$ cat src/rtl/dispense_mode_arbiter_if.sv
// Signal bundle between the dispenser mode arbiter and its surroundings:
// the mode/start inputs from the controller and maintenance panel, and the mux-side outputs.
interface dispense_mode_arbiter_if;
    logic maint_req;
    logic dispenser_busy;
    logic controller_start;
    logic maintenance_start;
    logic select;
    logic ctrl_start_gated;
    logic maint_start_gated;
    logic switching;
    logic start_dropped;
    logic timeout_pulse;

    modport master (
        output maint_req, dispenser_busy, controller_start, maintenance_start,
        input  select, ctrl_start_gated, maint_start_gated, switching,
               start_dropped, timeout_pulse
    );

    modport slave (
        input  maint_req, dispenser_busy, controller_start, maintenance_start,
        output select, ctrl_start_gated, maint_start_gated, switching,
               start_dropped, timeout_pulse
    );
endinterface

$ cat src/rtl/dispense_mode_arbiter.sv
// Drives the controller/maintenance mux select for the dispenser. The select only changes
// after the mechanism has settled idle, and maintenance mode returns automatically after a period of inactivity.
module dispense_mode_arbiter #(
    parameter int SETTLE_CYCLES = 4,
    parameter int IDLE_TIMEOUT  = 1000
) (
    input  logic                     clk,
    input  logic                     rst_n,
    dispense_mode_arbiter_if.slave   bus
);

    typedef enum logic [1:0] {
        CTRL,
        DRAIN_TO_MAINT,
        MAINT,
        DRAIN_TO_CTRL
    } state_t;

    localparam int SW = $clog2(SETTLE_CYCLES + 1);
    localparam int IW = $clog2(IDLE_TIMEOUT + 1);
    localparam logic [SW-1:0] SETTLE_LAST = SW'(SETTLE_CYCLES - 1);
    localparam logic [IW-1:0] IDLE_LAST   = IW'(IDLE_TIMEOUT - 1);

    state_t        state, state_nx;
    logic [SW-1:0] settle_cnt, settle_nx;
    logic [IW-1:0] idle_cnt, idle_nx;
    logic          pending, pending_nx;
    logic          armed, armed_nx;
    logic          ctrl_g_nx, maint_g_nx, dropped_nx, timeout_nx;
    logic          settle_done, maint_idle, idle_done;

    assign settle_done = (settle_cnt == SETTLE_LAST) && !bus.dispenser_busy;
    assign maint_idle  = !bus.maintenance_start && !bus.dispenser_busy;
    assign idle_done   = maint_idle && (idle_cnt == IDLE_LAST);

    always_comb begin
        state_nx   = state;
        pending_nx = pending;
        armed_nx   = armed;
        ctrl_g_nx  = 1'b0;
        maint_g_nx = 1'b0;
        dropped_nx = 1'b0;
        timeout_nx = 1'b0;
        idle_nx    = '0;
        settle_nx  = '0;

        case (state)
            CTRL: begin
                ctrl_g_nx = bus.controller_start;
                if (!bus.maint_req) begin
                    armed_nx = 1'b1;
                end else if (armed) begin
                    state_nx = DRAIN_TO_MAINT;
                end
            end

            DRAIN_TO_MAINT: begin
                dropped_nx = bus.controller_start | bus.maintenance_start;
                if (!bus.maint_req) begin
                    state_nx = CTRL;
                end else if (settle_done) begin
                    state_nx = MAINT;
                end
            end

            MAINT: begin
                maint_g_nx = bus.maintenance_start;
                dropped_nx = bus.controller_start;
                if (maint_idle) begin
                    idle_nx = (idle_cnt != IDLE_LAST) ? idle_cnt + IW'(1) : idle_cnt;
                end
                // Timeout wins over a simultaneous keyswitch release so the pulse is never lost.
                if (idle_done) begin
                    state_nx   = DRAIN_TO_CTRL;
                    timeout_nx = 1'b1;
                    armed_nx   = 1'b0;
                end else if (!bus.maint_req) begin
                    state_nx = DRAIN_TO_CTRL;
                end
            end

            DRAIN_TO_CTRL: begin
                dropped_nx = bus.maintenance_start | (bus.controller_start & pending);
                if (bus.controller_start) begin
                    pending_nx = 1'b1;
                end
                // A held controller start is released into the first cycle back in controller mode.
                if (settle_done) begin
                    state_nx   = CTRL;
                    ctrl_g_nx  = pending | bus.controller_start;
                    pending_nx = 1'b0;
                end
            end

            default: state_nx = CTRL;
        endcase

        if (state_nx != MAINT) begin
            idle_nx = '0;
        end

        if ((state_nx != state) || bus.dispenser_busy) begin
            settle_nx = '0;
        end else if (settle_cnt != SETTLE_LAST) begin
            settle_nx = settle_cnt + SW'(1);
        end else begin
            settle_nx = settle_cnt;
        end
    end

    always_ff @(posedge clk or negedge rst_n) begin
        if (!rst_n) begin
            state                 <= CTRL;
            settle_cnt            <= '0;
            idle_cnt              <= '0;
            pending               <= 1'b0;
            armed                 <= 1'b1;
            bus.select            <= 1'b0;
            bus.switching         <= 1'b0;
            bus.ctrl_start_gated  <= 1'b0;
            bus.maint_start_gated <= 1'b0;
            bus.start_dropped     <= 1'b0;
            bus.timeout_pulse     <= 1'b0;
        end else begin
            state                 <= state_nx;
            settle_cnt            <= settle_nx;
            idle_cnt              <= idle_nx;
            pending               <= pending_nx;
            armed                 <= armed_nx;
            bus.select            <= (state_nx == MAINT) || (state_nx == DRAIN_TO_CTRL);
            bus.switching         <= (state_nx == DRAIN_TO_MAINT) || (state_nx == DRAIN_TO_CTRL);
            bus.ctrl_start_gated  <= ctrl_g_nx;
            bus.maint_start_gated <= maint_g_nx;
            bus.start_dropped     <= dropped_nx;
            bus.timeout_pulse     <= timeout_nx;
        end
    end

endmodule
$ cat src/flat_wrapper.sv
// flat-port wrapper written by rule: the top's interface ports become plain ports
module dispense_mode_arbiter_flat 
#(
    parameter int SETTLE_CYCLES = 4,
    parameter int IDLE_TIMEOUT  = 1000
)
  (clk, rst_n, bus_maint_req, bus_dispenser_busy, bus_controller_start, bus_maintenance_start, bus_select, bus_ctrl_start_gated, bus_maint_start_gated, bus_switching, bus_start_dropped, bus_timeout_pulse);
  dispense_mode_arbiter_if bus_i ();
  input  logic clk;
  input  logic rst_n;
  input wire logic [$bits(bus_i.maint_req)-1:0] bus_maint_req;
  input wire logic [$bits(bus_i.dispenser_busy)-1:0] bus_dispenser_busy;
  input wire logic [$bits(bus_i.controller_start)-1:0] bus_controller_start;
  input wire logic [$bits(bus_i.maintenance_start)-1:0] bus_maintenance_start;
  output wire logic [$bits(bus_i.select)-1:0] bus_select;
  output wire logic [$bits(bus_i.ctrl_start_gated)-1:0] bus_ctrl_start_gated;
  output wire logic [$bits(bus_i.maint_start_gated)-1:0] bus_maint_start_gated;
  output wire logic [$bits(bus_i.switching)-1:0] bus_switching;
  output wire logic [$bits(bus_i.start_dropped)-1:0] bus_start_dropped;
  output wire logic [$bits(bus_i.timeout_pulse)-1:0] bus_timeout_pulse;
  assign bus_i.maint_req = bus_maint_req;
  assign bus_i.dispenser_busy = bus_dispenser_busy;
  assign bus_i.controller_start = bus_controller_start;
  assign bus_i.maintenance_start = bus_maintenance_start;
  assign bus_select = bus_i.select;
  assign bus_ctrl_start_gated = bus_i.ctrl_start_gated;
  assign bus_maint_start_gated = bus_i.maint_start_gated;
  assign bus_switching = bus_i.switching;
  assign bus_start_dropped = bus_i.start_dropped;
  assign bus_timeout_pulse = bus_i.timeout_pulse;
  dispense_mode_arbiter #(.SETTLE_CYCLES(SETTLE_CYCLES), .IDLE_TIMEOUT(IDLE_TIMEOUT)) u_core (.clk(clk), .rst_n(rst_n), .bus(bus_i));
endmodule
$ cat config.mk
export PLATFORM = sky130hd
export DESIGN_NAME = dispense_mode_arbiter_flat
export DESIGN_NICKNAME = d
export VERILOG_FILES = /design/src/rtl/dispense_mode_arbiter_if.sv /design/src/rtl/dispense_mode_arbiter.sv /design/src/flat_wrapper.sv
export SDC_FILE = /design/constraint.sdc
export NUM_CORES = 1
export LEC_CHECK = 0
export ABC_AREA = 1
export CORE_MARGIN = 2
export CORE_UTILIZATION = 40
export DETAILED_ROUTE_END_ITERATION = 10
export PLACE_DENSITY = 0.61
export SLEW_MARGIN = 30
export SYNTH_ARGS = -nofsm -noshare
export SYNTH_HDL_FRONTEND = slang
export SYNTH_SLANG_ARGS = --single-unit
$ cat constraint.sdc
create_clock -name clk -period 4.9 [get_ports clk]
set_input_delay 0.735 -clock clk [delete_from_list [all_inputs] [get_ports clk]]
set_output_delay 0.735 -clock clk [all_outputs]
set_load 0.005 [all_outputs]
==> results.toml <==
[worst_setup_path]
crit_required_ns = 4.16
worst_setup_path_start_kind = "register"
worstPathBufferInverterCount = 1
path_cells = "clkdlybuf4s50_1"
worstSetupEndpointType = "primary output"
startpoint = "u_core.bus.select$_DFF_PN0_"
critPathSlowestCell = "clkdlybuf4s50_1"
worstReg2RegStart = "u_core.state[0]$_DFF_PN0_"
worstSetupPathType = "register to primary output"
max_stage_delay_ns = 0.53
crit_family = "buffers and inverters"
crit_fanout = 6
arrival_ns = 1.30

[synthesis]
synth_largest_area_cell = "dfrtp_1"
syn_area_um2 = 1410
yosysMostFrequentCell = "nand2_1"
synth_fp_nets = 181
yosysSeqAreaShare_pct = 39.2
ys.flop_type = "dfrtp_1"
synthArstFlopShare_pct = 100
synth_common_cells = "nand2_1, dfrtp_1, inv_1"
syn_area_per_cell_um2 = 8.38
synth-seq-cells = 22
synth_top_area_share_pct = 37.3
yosysWarningCount = 0
synthCells = 168
synthTopCellsByArea = "dfrtp_1, nand2_1, nand3_1, ha_1, inv_1"
synth_edf_count = 0
synthDistinctLibCells = 31

[timing]
relSlewSlack_pct = 67.4
fin_setup_tns_ns = 0
timing.final.crit_share_pct = 41.6
finClkSkew_ns = 0.00308
finalMaxSlewViolations = 0
hold_viol_final = 0
fmax_ghz = 0.490
min_period_ns = 2.04
setup_viol = 0
worst_pin_slew_ns = 0.488
rsz0062_at_grt = "no"

[clock_tree]
numCtsBuffers = 3
cts_tree = "yes"
cts_setup_buffers = 0
cts.sinks = 22
clk_pin_slew_ns = 0.12
cts_buffer_depth = 2
root_buffer = "clkbuf_4"
htreeDepth = 1
postCtsHoldBufs = 0
cts_resized = 0
worstSkewPairLatency_ns = 0.32

[floorplanning]
start_util_pct = 41.9
pin_count = 12
die_w_um = 63.3
core_area_um2 = 3360
fp.dieArea_um2 = 4010
num_rows = 21
die_h_um = 63.3

[route]
drt-total-wl_um = 2760
wl_per_cell_um = 12.1
num_vias = 1123
first_iter_violations = 32
final_antenna_net_count = 0
drc_errors = 0
first_pass_iters = 4
vias_per_cell = 4.93

[layout]
nNetsFinal = 196
final_cells = 228
stdcell_area_um2 = 1600
num-fill-cells = 340
drive_gt1_share_pct = 17.0
n_antenna_cell = 0
syn_to_final_growth_pct = 13.3

[global_route]
grt_start_max_net_pins = 23
grt_usage_pct = 15.7
grt_pass1_wl_um = 4900
grt_pass1_vias = 1085
overflow = 0
antenna_found_initial = 0

[place]
placed_cell_area_um2 = 1560
io_buffers = 11
hpwl_um = 2220
gp_congestion = 0.937
dp_cells = 224

[worst_hold_path]
hold_path.class = "input pin to async pin"

[power]
ir_drop_uv = 149
p_leak_nw = 0.731
p_per_area_nw_per_um2 = 313

[flow_run]
drv_cap = 0

[run_status]
outcome = "finished clean"
[worst reg2reg max path, cell delays in order, from the launching register on]
cell and delay [ns]:
dfrtp_1 0.50, inv_1 0.13, ha_1 0.33, inv_4 0.17, nand3_2 0.11, a21oi_4 0.16
nand2_4 0.09, nand2_8 0.10, nand2_8 0.08, nor2_4 0.09, nand2_1 0.05, nand2_1 0.06
[routing by layer]
| layer | routed length, um | GRT usage, % | share of wire [%] | vias to the layer above |
|---|---|---|---|---|
| li1 | - | - | - | 575 |
| met1 | 1380 | 23.2 | 50 | 518 |
| met2 | 1250 | 22.4 | 45 | 26 |
| met3 | 105 | 3.39 | 3.8 | 4 |
| met4 | 35 | 5.71 | 1.3 | 0 |
| met5 | 0 | 0 | 0 | - |
[registers in the layout, summed over array words and instances (netlist names)]
signal,flops
u_core.idle_cnt,10
u_core.armed,1
u_core.bus.switching,1
u_core.bus.timeout_pulse,1
u_core.bus.maint_start_gated,1
u_core.pending,1
u_core.state,1
u_core.bus.start_dropped,1
u_core.bus.select,1
u_core.settle_cnt,3
u_core.bus.ctrl_start_gated,1
[cell families (layout without fill, tap and decap cells)]
family                     count (synthesis)  count (layout)  synth area share, %
AOI/OAI and AO/OA                         10              10                 5.25
and+or+nand+nor                           96              96                 37.6
adders and majority gates                  7               7                 6.22
xor gates and xnor gates                   5               5                 3.11
muxes                                      1               1                0.711
DFF                                       22              22                 39.2
buffers and inverters                     27              41                 7.91
[power by group]
part	leakage [nW]	internal (mW)	total, mW	switching, mW
clock	0.0210	0.0455	0.104	0.0581
combinational	0.418	0.0715	0.176	0.104
sequential	0.292	0.204	0.221	0.0171
total	0.731	0.320	0.500	0.179
[path summary, 6_finish.rpt]
| path | endpoint | slack [ns] | depth (start not counted) |
|---|---|---|---|
| min in group clk | u_core.armed$_DFFE_PN1P_ | 0.57 | 1 |
| max in group asynchronous | u_core.armed$_DFFE_PN1P_ | 4.19 | 1 |
| min reg2reg | u_core.armed$_DFFE_PN1P_ | 0.57 | 1 |
| max | bus_select | 2.86 | 1 |
| min | u_core.pending$_DFFE_PN0P_ | 0.36 | 1 |
| max reg2reg | u_core.idle_cnt[0]$_DFFE_PN0P_ | 3.01 | 11 |
[per-stage QoR]
step | hold WS [ns] | utilization, % | total power, mW | setup WS, ns
final | 0.357 | 47.4 | 0.500 | 2.86
after detailed placement | 0.545 | 46.4 | 0.400 | 2.63
after global placement | 0.534 | 46.5 | 0.396 | 2.68
after CTS | 0.373 | 47.4 | 0.502 | 2.85
after floorplan | 0.439 | - | 0.348 | 3.21
after global routing | 0.384 | 47.4 | 0.535 | 2.80
[placed cells by master (no fill, tap or decap), drive strengths merged, types with 5 or more instances in the layout]
cell type and n:
dfrtp 21, clkdlybuf4s50 10, inv 26, nand2 42
nor2 13, a21oi 5, ha 7, xor2 5
nand3 21, nor3 13
[final cells by class]
cell class | count | area [um^2] | area share, %
multi-input combinational | 119 | 744 | 46.7
clock buffer | 4 | 36.3 | 2.27
timing repair buffer | 11 | 105 | 6.59
tap | 46 | 57.6 | 3.61
sequential | 22 | 552 | 34.6
inverter | 26 | 100 | 6.27
No activity file was read; power rests on OpenSTA's default activity.
